==> config.mk <==
export PLATFORM = sky130hd
export DESIGN_NAME = fifo_rd_stream
export DESIGN_NICKNAME = d
export VERILOG_FILES = /design/src/rtl/fifo_rd_stream.sv
export SDC_FILE = /design/constraint.sdc
export NUM_CORES = 1
export LEC_CHECK = 0
export CORE_MARGIN = 4
export CORE_UTILIZATION = 41
export DETAILED_ROUTE_END_ITERATION = 10
export PLACE_DENSITY = 0.73
export SLEW_MARGIN = 20
export SYNTH_ARGS = -nofsm -noshare
export SYNTH_HDL_FRONTEND = slang
export SYNTH_SLANG_ARGS = --single-unit
==> constraint.sdc <==
create_clock -name i_clk -period 1.3 [get_ports i_clk]
set_input_delay 0.26 -clock i_clk [delete_from_list [all_inputs] [get_ports i_clk]]
set_output_delay 0.26 -clock i_clk [all_outputs]
set_load 0.005 [all_outputs]
==> src/rtl/fifo_rd_stream.sv <==
// Read-side FIFO consumer: pops words and re-presents them as a registered valid/ready stream.
// Optional delivered-word counter on o_wordCnt is enabled by defining FIFO_RD_STATS_EN.
module fifo_rd_stream #(
    parameter int DATA_W = 8
`ifdef FIFO_RD_STATS_EN
    , parameter int CNT_W = 16
`endif
) (
    input  logic              i_clk,
    input  logic              i_arst_n,
    input  logic              i_rEmpty,
    input  logic [DATA_W-1:0] i_rData,
    output logic              o_rInc,
    input  logic              i_flush,
    output logic              o_valid,
    output logic [DATA_W-1:0] o_data,
    input  logic              i_ready
`ifdef FIFO_RD_STATS_EN
    , output logic [CNT_W-1:0] o_wordCnt
`endif
);

    localparam logic [1:0] OCC_EMPTY = 2'd0;
    localparam logic [1:0] OCC_ONE   = 2'd1;
    localparam logic [1:0] OCC_TWO   = 2'd2;

    logic [1:0]        count_q, count_d;
    logic [DATA_W-1:0] head_q, head_d;
    logic [DATA_W-1:0] skid_q, skid_d;
    logic              take, give;

    // Pop never waits on i_ready; the skid entry absorbs the one-cycle ready lag.
    // Gating with the reset keeps the FIFO head untouched while we are held in reset.
    assign take    = !i_rEmpty && (count_q != OCC_TWO) && !i_flush && i_arst_n;
    assign o_valid = (count_q != OCC_EMPTY);
    assign give    = o_valid && i_ready;
    assign o_rInc  = take;
    assign o_data  = head_q;

    always_comb begin
        count_d = count_q;
        head_d  = head_q;
        skid_d  = skid_q;
        if (i_flush) begin
            count_d = OCC_EMPTY;
        end else begin
            case (count_q)
                OCC_EMPTY: begin
                    if (take) begin
                        count_d = OCC_ONE;
                        head_d  = i_rData;
                    end
                end
                OCC_ONE: begin
                    if (take && give) begin
                        head_d = i_rData;
                    end else if (take) begin
                        count_d = OCC_TWO;
                        skid_d  = i_rData;
                    end else if (give) begin
                        count_d = OCC_EMPTY;
                    end
                end
                OCC_TWO: begin
                    if (give) begin
                        count_d = OCC_ONE;
                        head_d  = skid_q;
                    end
                end
                default: count_d = OCC_EMPTY;
            endcase
        end
    end

    always_ff @(posedge i_clk or negedge i_arst_n) begin
        if (!i_arst_n) begin
            count_q <= OCC_EMPTY;
            head_q  <= '0;
            skid_q  <= '0;
        end else begin
            count_q <= count_d;
            head_q  <= head_d;
            skid_q  <= skid_d;
        end
    end

`ifdef FIFO_RD_STATS_EN
    logic [CNT_W-1:0] cnt_q, cnt_d;

    // A word presented in a flush cycle is dropped, not delivered.
    assign cnt_d     = (give && !i_flush) ? cnt_q + 1'b1 : cnt_q;
    assign o_wordCnt = cnt_q;

    always_ff @(posedge i_clk or negedge i_arst_n) begin
        if (!i_arst_n) cnt_q <= '0;
        else           cnt_q <= cnt_d;
    end
`endif

endmodule

### Word level (Yosys, flattened, before mapping)

Cells that the tools add are included.
W data, S select, Z words.

| word-level totals | value |
|---|---|
| register bits after elaboration | 18 |
| bits of input ports | 13 |
| word-level logic and storage cells | 39 |

| cells by class | value |
|---|---|
| equality and inequality tests | 10 |
| muxes and demuxes | 11 |
| bitwise gates (word level) | 2 |
| reductions and logical operators | 13 |

Operator list:

| cell | count |
|---|---|
| $mux W8 | 3 |
| $pmux W8 S3 | 1 |
| $mux W2 | 6 |
| $ne A3 B3 Y1 const B | 3 |
| $ne A2 B2 Y1 const B | 4 |
| $reduce_and A4 Y1 | 2 |
| $pmux W2 S3 | 1 |
| $logic_and A1 B1 Y1 | 5 |
| $reduce_and A5 Y1 | 1 |
| $ne A4 B4 Y1 const B | 1 |
| $reduce_bool A3 Y1 | 1 |
| $eq A2 B1 Y1 const B | 1 |
| $eq A2 B2 Y1 const B | 1 |
| $logic_not A1 Y1 | 2 |
| $logic_not A2 Y1 | 1 |
| $not A1 Y1 | 2 |
| $reduce_bool A2 Y1 | 1 |

### Longest topological paths before layout

| depth | value |
|---|---|
| depth after elaboration | 8 |
| gate-level depth with buffers | 5 |

### Worst setup path before layout

Ideal clock, no wire load.

| timing path | value |
|---|---|
| kind | flip-flop to flip-flop |
| start | reg count_q[1] |
| end | reg skid_q[0] |
| library setup time | 0.125 ns |
| data arrival time | 1.209 ns |
| data required time | 1.175 ns |
| setup slack | -0.034 ns |
| cell stages (with the launch flop) | 4 |
| path buffers | 0 |
| cells stage by stage | dfrtp_1 nor4b_4 nand2_2 mux2_2 |

| between the ends | value |
|---|---|
| word-level cells in the longest chain between the ends | 7 |
| elaborated cells on any way between the ends | 10 |

Ends and longest elaborated chain:

| element | RTL line | source |
|---|---|---|
| start, declared | 27 | `logic [1:0] count_q, count_d;` |
| start signal, assigned | 81 | `count_q <= count_d;` |
| $ne A2 B2 Y1 | 34 | `assign take = !i_rEmpty && (count_q != OCC_TWO) && !i_flush && i_arst_n;` |
| $logic_and A1 B1 Y1 (3 in series) | 34 |  |
| $logic_and A1 B1 Y1 | 55 | `if (take && give) begin` |
| $not A1 Y1 (no line) | n/a |  |
| $reduce_and A4 Y1 (no line) * | n/a |  |
| end signal, assigned | 83 | `skid_q <= skid_d;` |
| end, declared | 29 | `logic [DATA_W-1:0] skid_q, skid_d;` |

Every way passes the cells marked *; elsewhere a longest branch is shown, timed or not.
A chain may end at the register's enable or synchronous reset.

### Worst setup path in the final report

| timing path | value |
|---|---|
| start | reg count_q[1] |
| end | reg skid_q[1] |

Same word-level chain as after synthesis.

==> summary.md <==
Dividing the synthesized area by the synthesized cell count gives 11.98 sq um. Adding up every negative setup slack in the final design gives -3392 ps. 23 I/O pins were placed. CTS placed an instance of sky130_fd_sc_hd__clkbuf_4 at the clock tree root. In this run, CTS created clock tree buffers numbering 3. The number of pins exceeding their max-slew limit in the final report is 0. The run gives 717 as the via count of the first global-routing pass.

TritonCTS built the clock tree. The clock passes through at most 2 buffers. Counting the fill cells in the layout gives 169. The logs give 0 for the final antenna diode count and 43.17% for the starting utilization of the core area. The share of the cycle needed by the critical path after routing is 115.9%, and the wire length of the first global-routing pass is 3.256 mm. The largest fanout of any net on the critical path came out at 8.

The floorplan step defined a core boundary enclosing 0.001942 sq mm. The critical path in this run is classified as reg2reg. In this run, the number of DRC markers left after iteration 0 of detailed routing was 7. Measured against its own limit, the worst slew margin works out to 73.35%. Timing analysis after detailed placement gives a worst setup slack of -597.1 ps.

The tools report the maximum number of pins on one net before global-route repair as 15. For the number of levels in the clock H-tree, the log shows 1. The total routing usage reported by global routing was 16.08%. The run gives 0 as the reported max-cap violation count. The tools report the count of unique library cells instantiated by Yosys as 20. Among all flip-flop cells after synthesis, the most frequent one is sky130_fd_sc_hd__dfrtp_1. After synthesis, the share of flip-flops with an asynchronous set or reset is 100.0%. Summed over all instances, the cell type with the most area after synthesis is sky130_fd_sc_hd__dfrtp_1. The wire-length estimate of the detail-placed layout is 1.354 mm. Clock-pin slew was measured on the worst setup and hold paths at 90 ps. The run finished, with violations left. After detailed placement, the total cell area comes to 0.001155 sq mm. The tools report the cell row count as 16. After detailed placement, the design holds a cell count of 127.

The overflow left after global routing came out at 0. Port buffering added 22 buffers. The area added between synthesis and finish was 51.94%. Timing would allow up to 663.9 MHz. The number of synthesis warnings is 0, and the amount of wire on met3 after detailed routing is 77 microns. Ranked by total cell area, the synthesized netlist is headed by sky130_fd_sc_hd__dfrtp_1, sky130_fd_sc_hd__mux2i_1, sky130_fd_sc_hd__mux2_2. The tools report the worst-case vdd ir drop as 0.6866 mV. For the final database, setup skew stands at 1.692 ps. The finished layout cell area was 0.001274 sq mm. Setup repair after global routing could not meet its margin everywhere.

The type of the most critical hold path was in2async. Summing the sequential cell areas from Yosys gives 53.73% of the chip area. The sort of element at the start of the critical path was a flop. The area fraction of the dominant cell type after synthesis is 53.73%. Synthesis produced a netlist with a net count of 83. For the number of standard cells in the final layout excluding fillers, the log shows 136.

The clock latency reported for the late side of the worst-skew pair was 280 ps; the final weighted congestion in routability-driven placement was 0.6870. For this block, wires on met1 add up to 833 microns. After detailed routing, the average wire length per cell comes to 14.26 microns.

Counting flops and latches in the post-synthesis netlist gives 18. At the worst endpoint, the arrival time is 1680 ps. Power comes to 0.001295 W.

The checks that failed: setup timing. The smallest clock period supported by the final layout is computed as 1506 ps. The data required time at the worst endpoint came out at 1470 ps. The first detailed-routing pass ran for 4 iterations.

The detail route stage leaves a number of antenna-violating nets equal to 0. The uppermost layer routed was met4. The tools report the detailed-route wire length as 1.940 mm.

STA classifies the critical path endpoint as a flop. In this run, synthesis inferred 0 flip-flops with an integrated enable. Using the TritonRoute via totals, the vias-per-cell ratio works out to 4.904. The analysis attributes to cell leakage a power of 0.5924 nW. The logs give 0.002832 sq mm for the area of the die and -206.4 ps for the final critical-path setup slack.

The count of clock tree sinks was 18; the final net count was 124. The hold violation total from the final report was 0; the share of final-layout standard cells stronger than drive strength 1 was 33.94%. The logs give 70 for the cell count after synthesis and 838.3 sq um for the post-synthesis cell area. The detailed router placed 667 vias in this run. The die extent in x works out to 53.22 microns.

The remaining design rule violation count was 0. Dividing total power by cell area gives a power density of 1017 mW/mm^2. Setup violations remaining at the end of the flow were counted as 18.

The tools report the initial antenna violation count as 0. Summed over all nets, wire length on met2 after detailed routing comes to 1.020 mm. Actual slew at the worst max-slew pin: 399.1 ps.

The die height was 53.22 microns.
==> cells in the mapped netlist (all sizes together), types with 2 or more instances <==
cell / number
dfrtp: 18
mux2i: 9
nor2b: 2
nand2: 10
buf: 2
nor3: 2
o21ai: 8
mux2: 8
nor2: 2
nand2b: 2
==> layout make-up <==
class / instances / area (sq um) / area share, %
clock buffer: 3 / 22.52 / 1.768
multi-input combinational: 51 / 441.7 / 34.68
sequential: 18 / 450.4 / 35.36
tap: 27 / 33.78 / 2.652
timing repair buffer: 37 / 325.3 / 25.54
==> cells by family after synthesis <==
group,Yosys count,share of synthesized area (%)
compound gates,11,7.762
mux,17,21.49
simple gates,22,15.52
flops,18,53.73
buf+inv,2,1.492
==> metrics by stage <==
step / utilization, % / hold slack, ps
after floorplan: - / -35.59
after global placement: 59.47 / 467.9
after detailed placement: 59.47 / 483.0
after CTS: 64.56 / 94.59
after global routing: 65.59 / 76.70
final: 65.59 / 86.47
==> power by group <==
part / internal [W] / switching (W)
clock network: 0.000107 / 0.000153
logic: 0.000204 / 0.000123
registers: 0.000657 / 0.0000502
==> registers in the layout, indices dropped and copies added, names as in the netlist <==
name	count
o_data	8
skid_q	8
count_q	2
==> repair_timing <==
item | in CTS | in global routing
setup buffers | 5 | 0
pin swaps | 9 | 4
gates resized for setup | 33 | 5
hold buffers | 0 | 0
gates cloned | 1 | 0
endpoints found under the setup margin | 27 | 20
==> path summary, 6_finish.rpt <==
path	from	endpoint	slack, ps	depth (start not counted)
min reg2reg	o_data[2]	o_data[2]	510	2
min	i_arst_n	o_data[7]	90	2
min in group i_clk	o_data[2]	o_data[2]	510	2
max reg2reg	count_q[1]	skid_q[1]	-210	5
max	count_q[1]	skid_q[1]	-210	5
max in group asynchronous	i_arst_n	o_data[4]	990	2
==> layer usage <==
layer  up-vias  global-route usage, %
li1        331                      -
met1       322                  18.83
met2        12                  28.37
met3         2                  2.254
met4         0                  7.660
met5         -                      0
==> cells in the final DEF, fill, tap and decap left out, types with 2 or more instances in the layout <==
master,n
sky130_fd_sc_hd__a21oi_4,2
sky130_fd_sc_hd__mux2_2,8
sky130_fd_sc_hd__clkbuf_4,3
sky130_fd_sc_hd__dlygate4sd2_1,9
sky130_fd_sc_hd__mux2i_1,9
sky130_fd_sc_hd__nor2_1,2
sky130_fd_sc_hd__buf_6,3
sky130_fd_sc_hd__o21ai_1,8
sky130_fd_sc_hd__nor2b_4,2
sky130_fd_sc_hd__dfrtp_1,18
sky130_fd_sc_hd__nand2_1,9
sky130_fd_sc_hd__buf_4,13
sky130_fd_sc_hd__nand2b_1,2
sky130_fd_sc_hd__clkdlybuf4s50_1,11
==> worst max-delay path, cell delays in order, from the launching register on <==
cell and delay (ps):
sky130_fd_sc_hd__dfrtp_1 410, sky130_fd_sc_hd__buf_6 130, sky130_fd_sc_hd__buf_6 110, sky130_fd_sc_hd__nor4b_4 290, sky130_fd_sc_hd__nand2_4 160, sky130_fd_sc_hd__mux2_2 300
Power figures use the tool's default switching activity.
